===== src/rtl/mem_port_arbiter_pkg.sv =====
// mem_port_arbiter_pkg
// Shared definitions for the data-side memory port arbiter and its read tag
// pipeline: owner encoding, the memory read latency, and the tag record.
package mem_port_arbiter_pkg;

  // Which requester issued a read
  localparam logic OWN_CPU = 1'b0;
  localparam logic OWN_AUX = 1'b1;

  // Read latency of the program/data memory (address -> data valid)
  localparam int MEM_RD_LAT = 2;

  // One in-flight read slot
  typedef struct packed {
    logic valid;
    logic owner;
  } rd_tag_t;

  localparam rd_tag_t TAG_IDLE = '{valid: 1'b0, owner: OWN_CPU};

  // Saturating 16-bit increment used by the statistics counters
  function automatic logic [15:0] sat_inc16(input logic [15:0] v);
    return (v == 16'hffff) ? v : v + 16'd1;
  endfunction

endpackage


===== src/rtl/mem_port_arbiter_tag_pipe.sv =====
// mem_rd_tag_pipe
// RD_LAT-deep shift register of {valid, owner} read tags. A tag pushed in
// cycle t appears at the tail in cycle t+RD_LAT.
// Ports:
//   clk, rst_n : clock, asynchronous active-low clear of every stage
//   push       : tag entering stage 0 at the next rising edge
//   tail       : oldest stage (registered)
module mem_rd_tag_pipe
  import mem_port_arbiter_pkg::*;
#(
  parameter int RD_LAT = MEM_RD_LAT
) (
  input  logic    clk,
  input  logic    rst_n,
  input  rd_tag_t push,
  output rd_tag_t tail
);

  rd_tag_t stages [RD_LAT];

  always_ff @(posedge clk or negedge rst_n) begin
    if (!rst_n) begin
      for (int i = 0; i < RD_LAT; i++) stages[i] <= TAG_IDLE;
    end else begin
      stages[0] <= push;
      for (int i = 1; i < RD_LAT; i++) stages[i] <= stages[i-1];
    end
  end

  assign tail = stages[RD_LAT-1];

endmodule


===== src/rtl/mem_port_arbiter.sv =====
// mem_port_arbiter
// Shares memory read port 1 and the write port between the CPU load/store
// stage (cpu) and an auxiliary master (aux). cpu has fixed priority; aux is
// force-granted after AUX_MAX_WAIT consecutive denied cycles. Reads are
// tagged with their owner and the tag travels RD_LAT cycles alongside the
// memory access so the returning data is flagged for the right requester.
//
// Handshake: a requester raises req with we/addr/wdata stable; gnt is
// combinational in the same cycle and means the access is issued to the
// memory this cycle. Writes need nothing more; a granted read is answered
// by exactly one rvalid cycle RD_LAT cycles later. Dropping req before gnt
// cancels the request.
//
// Ports:
//   clk, rst_n                          clock, async active-low reset
//   cpu_req/we/addr/wdata, cpu_gnt/rvalid/rdata   cpu requester
//   aux_req/we/addr/wdata, aux_gnt/rvalid/rdata   aux requester
//   mem_raddr, mem_rdata                memory read port 1
//   mem_wen, mem_waddr, mem_wdata       memory write port
// Optional (macro MEM_ARB_STATS_EN):
//   stat_aux_stall, stat_cpu_stall, stat_force  saturating event counters
module mem_port_arbiter
  import mem_port_arbiter_pkg::*;
#(
  parameter int RD_LAT       = MEM_RD_LAT,
  parameter int AUX_MAX_WAIT = 8
) (
  input  logic        clk,
  input  logic        rst_n,
  input  logic        cpu_req,
  input  logic        cpu_we,
  input  logic [15:0] cpu_addr,
  input  logic [15:0] cpu_wdata,
  output logic        cpu_gnt,
  output logic        cpu_rvalid,
  output logic [15:0] cpu_rdata,
  input  logic        aux_req,
  input  logic        aux_we,
  input  logic [15:0] aux_addr,
  input  logic [15:0] aux_wdata,
  output logic        aux_gnt,
  output logic        aux_rvalid,
  output logic [15:0] aux_rdata,
  output logic [15:0] mem_raddr,
  input  logic [15:0] mem_rdata,
  output logic        mem_wen,
  output logic [15:0] mem_waddr,
  output logic [15:0] mem_wdata
`ifdef MEM_ARB_STATS_EN
  ,
  output logic [15:0] stat_aux_stall,
  output logic [15:0] stat_cpu_stall,
  output logic [15:0] stat_force
`endif
);

  localparam logic [7:0] MAX_WAIT = 8'(AUX_MAX_WAIT);

  logic [7:0]  wait_cnt;
  logic [15:0] last_raddr;
  logic        force_aux;
  logic        gnt_any;
  logic        gnt_we;
  logic [15:0] gnt_addr;
  logic [15:0] gnt_wdata;
  logic        rd_gnt;
  logic        wr_gnt;
  rd_tag_t     tag_push;
  rd_tag_t     tag_tail;

  // Grants are gated by rst_n so nothing is issued while reset is held.
  assign force_aux = (wait_cnt == MAX_WAIT);
  assign aux_gnt   = rst_n & aux_req & (~cpu_req | force_aux);
  assign cpu_gnt   = rst_n & cpu_req & ~aux_gnt;

  assign gnt_any   = cpu_gnt | aux_gnt;
  assign gnt_we    = aux_gnt ? aux_we    : cpu_we;
  assign gnt_addr  = aux_gnt ? aux_addr  : cpu_addr;
  assign gnt_wdata = aux_gnt ? aux_wdata : cpu_wdata;
  assign rd_gnt    = gnt_any & ~gnt_we;
  assign wr_gnt    = gnt_any & gnt_we;

  assign mem_wen   = wr_gnt;
  assign mem_waddr = wr_gnt ? gnt_addr  : 16'h0000;
  assign mem_wdata = wr_gnt ? gnt_wdata : 16'h0000;
  // Read address follows the granted read, otherwise holds the last one.
  assign mem_raddr = rd_gnt ? gnt_addr  : last_raddr;

  always_ff @(posedge clk or negedge rst_n) begin
    if (!rst_n) begin
      wait_cnt   <= 8'd0;
      last_raddr <= 16'h0000;
    end else begin
      if (aux_req & ~aux_gnt) begin
        if (wait_cnt != MAX_WAIT) wait_cnt <= wait_cnt + 8'd1;
      end else begin
        wait_cnt <= 8'd0;
      end
      if (rd_gnt) last_raddr <= gnt_addr;
    end
  end

  assign tag_push.valid = rd_gnt;
  assign tag_push.owner = aux_gnt ? OWN_AUX : OWN_CPU;

  mem_rd_tag_pipe #(.RD_LAT(RD_LAT)) u_tag_pipe (
    .clk   (clk),
    .rst_n (rst_n),
    .push  (tag_push),
    .tail  (tag_tail)
  );

  assign cpu_rvalid = tag_tail.valid & (tag_tail.owner == OWN_CPU);
  assign aux_rvalid = tag_tail.valid & (tag_tail.owner == OWN_AUX);
  // Data is shared; consumers qualify it with their own rvalid.
  assign cpu_rdata  = mem_rdata;
  assign aux_rdata  = mem_rdata;

`ifdef MEM_ARB_STATS_EN
  always_ff @(posedge clk or negedge rst_n) begin
    if (!rst_n) begin
      stat_aux_stall <= 16'h0000;
      stat_cpu_stall <= 16'h0000;
      stat_force     <= 16'h0000;
    end else begin
      if (aux_req & ~aux_gnt)  stat_aux_stall <= sat_inc16(stat_aux_stall);
      if (cpu_req & ~cpu_gnt)  stat_cpu_stall <= sat_inc16(stat_cpu_stall);
      if (aux_gnt & force_aux) stat_force     <= sat_inc16(stat_force);
    end
  end
`else
  // Statistics counters compiled out; no extra state.
`endif

endmodule


===== config.mk =====
export PLATFORM = sky130hd
export DESIGN_NAME = mem_port_arbiter
export DESIGN_NICKNAME = d
export VERILOG_FILES = /design/src/rtl/mem_port_arbiter_pkg.sv /design/src/rtl/mem_port_arbiter_tag_pipe.sv /design/src/rtl/mem_port_arbiter.sv
export SDC_FILE = /design/constraint.sdc
export NUM_CORES = 1
export LEC_CHECK = 0
export CORE_ASPECT_RATIO = 1.75
export CORE_MARGIN = 2
export CORE_UTILIZATION = 36
export DETAILED_ROUTE_END_ITERATION = 10
export HOLD_SLACK_MARGIN = 0.1
export PLACE_DENSITY = 0.95
export SYNTH_ARGS = -nofsm -noshare
export SYNTH_HDL_FRONTEND = slang
export SYNTH_SLANG_ARGS = --single-unit
export TNS_END_PERCENT = 10

===== constraint.sdc =====
create_clock -name clk -period 5.65 [get_ports clk]
set_input_delay 1.13 -clock clk [delete_from_list [all_inputs] [get_ports clk]]
set_output_delay 1.13 -clock clk [all_outputs]
set_load 0.005 [all_outputs]

==> results.txt <==
Mapped Area - 0.00219 sq mm
first-pass GRT wire length - 12,500 microns
postcts setup bufs - 0
commonest cells after routing, fill and taps aside - clkdlybuf4s50_1 (122), nand3_1 (38), o21ai_0 (34), a31oi_1 (32), a22oi_1 (32)
CP Cell Sequence - clkdlybuf4s50_1 -> mux2_2 -> nand3_1 -> buf_4 -> and3_1 -> a31oi_1 -> clkdlybuf4s50_1
CP Capture Type - output port
leakage - 1.22 nW
die width - 62.9 microns
Clock Tree Buf Depth - 2
post-synth cell types - 33
Worst EP arrival - 3.66 ns
Row Count - 37
syn_area_per_cell - 8.20 sq um
pre-CTS setup slack - 0.931 ns
RSZ-0062 raised after global routing - false
worst stage delay on the critical path - 0.57 ns
critical path class - in -> out
total clock sinks - 28
Vias/cell - 5.92
DP HPWL - 5790 microns
htree depth - 1
via count - 2,497
Worst-Margin Slew - 0.902 ns
# nets final - 433
cell mode on critical path - clkdlybuf4s50_1
cts-stage hold buffer count - 0
All-Layer GR Usage - 0.229
most common cell after layout, fill and taps aside - clkdlybuf4s50_1
Initial Util - 0.372
CP max stage cell - clkdlybuf4s50_1
core box area - 0.00588 sq mm
peak supply drop - 0.0919 mV
first drt pass iteration count - 5
Power per Cell Area - 179 mW/mm^2
WL/cell - 18.8 microns
die area - 0.00674 sq mm
GRT Residual Overflow - 0
initial antenna violation count - 0
Ys Warns - 0
post-synthesis sequential area ratio - 0.320
largest net degree at the start of global routing - 36
port buffer count - 122
io pins - 171
Slew headroom - 0.396
Worst EP required - 4.52 ns
clk_lat worst skew - 0.28 ns
Tmin final - 4.79 ns
Final ANT Viol Nets - 0
status - finished clean
vias in the first global route - 2,563
P&R area growth vs syn - 49.7%
CTS tree - built
PostCTS Resize Cnt - 0
critical path startpoint category - input pin
# diodes - 0
Die H - 107 microns
fmax - 209 MHz
WL final - 7910 microns
share of cells above drive strength 1 - 0.0552
max-slew violations - 0
initial drt markers - 288
clk_skew - 0.00154 ns
Synthesized Nets - 355
Worst Hold Class - reg -> reg
setup TNS - 0 ns
root buffer cell - clkbuf_8
Fin. Hold Viols - 0
Worst-path clk slew - 0.09 ns
MaxCap Viol Count - 0
Routability Congestion - 0.913
# DRC - 0
Num CTS Buffers - 3
Syn Inst Count - 267
WHS - 0.363 ns
setup violators final - 0
crit path max fanout - 17
PnR worst setup slack - 0.857 ns
fin crit share - 0.848
FF+latch count, synth - 28
-- flip-flops by register name, indices dropped and copies added (netlist names) --
signal	cells
u_tag_pipe.tail	2
wait_cnt	8
u_tag_pipe.stages	2
last_raddr	16
-- kinds of logic (layout without fill, tap and decap cells) --
logic type | after synthesis | count (layout) | synth area share
simple gates | 64 | 64 | 0.149
compound gates | 106 | 106 | 0.314
xor+xnor | 6 | 6 | 0.0240
buf+inv | 59 | 136 | 0.170
flops | 28 | 28 | 0.320
fa+ha+maj | 2 | 2 | 0.0114
mux | 2 | 2 | 0.0103
-- worst max-delay path, delay by kind of cell --
family / cells / cell delay, ns
buffers and inverters: 3 / 1.28
AND/OR/NAND/NOR: 2 / 0.64
multiplexers: 1 / 0.36
AO/OA/AOI/OAI: 1 / 0.25
-- per-stage QoR --
step | std cells | cell area (sq um) | util | total power [mW]
6_report | 422 | 3280 | 0.557 | 0.588
5_1_grt | 422 | 3280 | 0.557 | 0.610
4_1_cts | 422 | 3280 | 0.557 | 0.586
3_5_place_dp | 418 | 3220 | 0.548 | 0.464
3_3_place_gp | 418 | 3220 | 0.548 | 0.458
2_1_floorplan | 267 | 2190 | - | 0.336
-- layer usage --
| metal | vias to the layer above | share of wire | global-route usage |
|---|---|---|---|
| met5 | - | 0 | 0 |
| li1 | 1127 | - | - |
| met3 | 43 | 0.063 | 0.0304 |
| met4 | 0 | 0.043 | 0.137 |
| met2 | 148 | 0.54 | 0.425 |
| met1 | 1179 | 0.36 | 0.242 |
-- cells in the mapped netlist --
library cell | instances | share of area
buf_6 | 1 | 0.0051
o211ai_4 | 1 | 0.0097
o21ai_1 | 2 | 0.0046
nand2_1 | 4 | 0.0069
mux2_2 | 2 | 0.010
o21ai_0 | 34 | 0.078
inv_1 | 2 | 0.0034
nand3_1 | 38 | 0.087
buf_2 | 7 | 0.016
and3b_1 | 1 | 0.0040
a21oi_1 | 1 | 0.0023
o21a_1 | 1 | 0.0034
ha_1 | 2 | 0.011
buf_1 | 1 | 0.0017
nor2b_1 | 2 | 0.0057
nor4_1 | 1 | 0.0029
o211a_1 | 1 | 0.0046
nand3b_1 | 1 | 0.0034
a21boi_1 | 1 | 0.0034
buf_4 | 33 | 0.11
clkbuf_1 | 14 | 0.024
and2_1 | 2 | 0.0057
dfrtp_1 | 28 | 0.32
nor2_1 | 10 | 0.017
xnor2_1 | 1 | 0.0040
buf_8 | 1 | 0.0069
a22oi_1 | 32 | 0.11
or4_1 | 1 | 0.0034
and3_1 | 3 | 0.0086
nand3_2 | 1 | 0.0046
a31oi_1 | 32 | 0.091
xor2_1 | 5 | 0.020
o21ai_4 | 1 | 0.0074
-- cell type report --
| class | count | area [sq um] |
|---|---|---|
| Timing Repair Buffer | 130 | 1290 |
| Multi-Input combinational cell | 180 | 1120 |
| Inverter | 2 | 7.51 |
| Fill cell | 510 | 2600 |
| Tap cell | 78 | 97.6 |
| Clock buffer | 4 | 55.1 |
| Sequential cell | 28 | 701 |
-- worst paths after layout --
kind | from | endpoint | slack (ns) | depth (start not counted)
setup reg to reg | wait_cnt[5] | last_raddr[13] | 2.95 | 4
hold / removal | u_tag_pipe.stages[3] | u_tag_pipe.tail[1] | 0.36 | 0
max in group asynchronous | rst_n | last_raddr[2] | 3.94 | 2
min in group asynchronous | rst_n | last_raddr[7] | 1.08 | 1
setup / recovery | aux_req | mem_raddr[13] | 0.86 | 7
hold reg to reg | u_tag_pipe.stages[3] | u_tag_pipe.tail[1] | 0.36 | 0
-- where the power goes --
part	leakage, nW	internal, mW	switching [mW]
clock	0.0288	0.0625	0.0629
combinational	0.856	0.131	0.0973
sequential	0.340	0.224	0.0111
(Power assumes the default switching activity.)
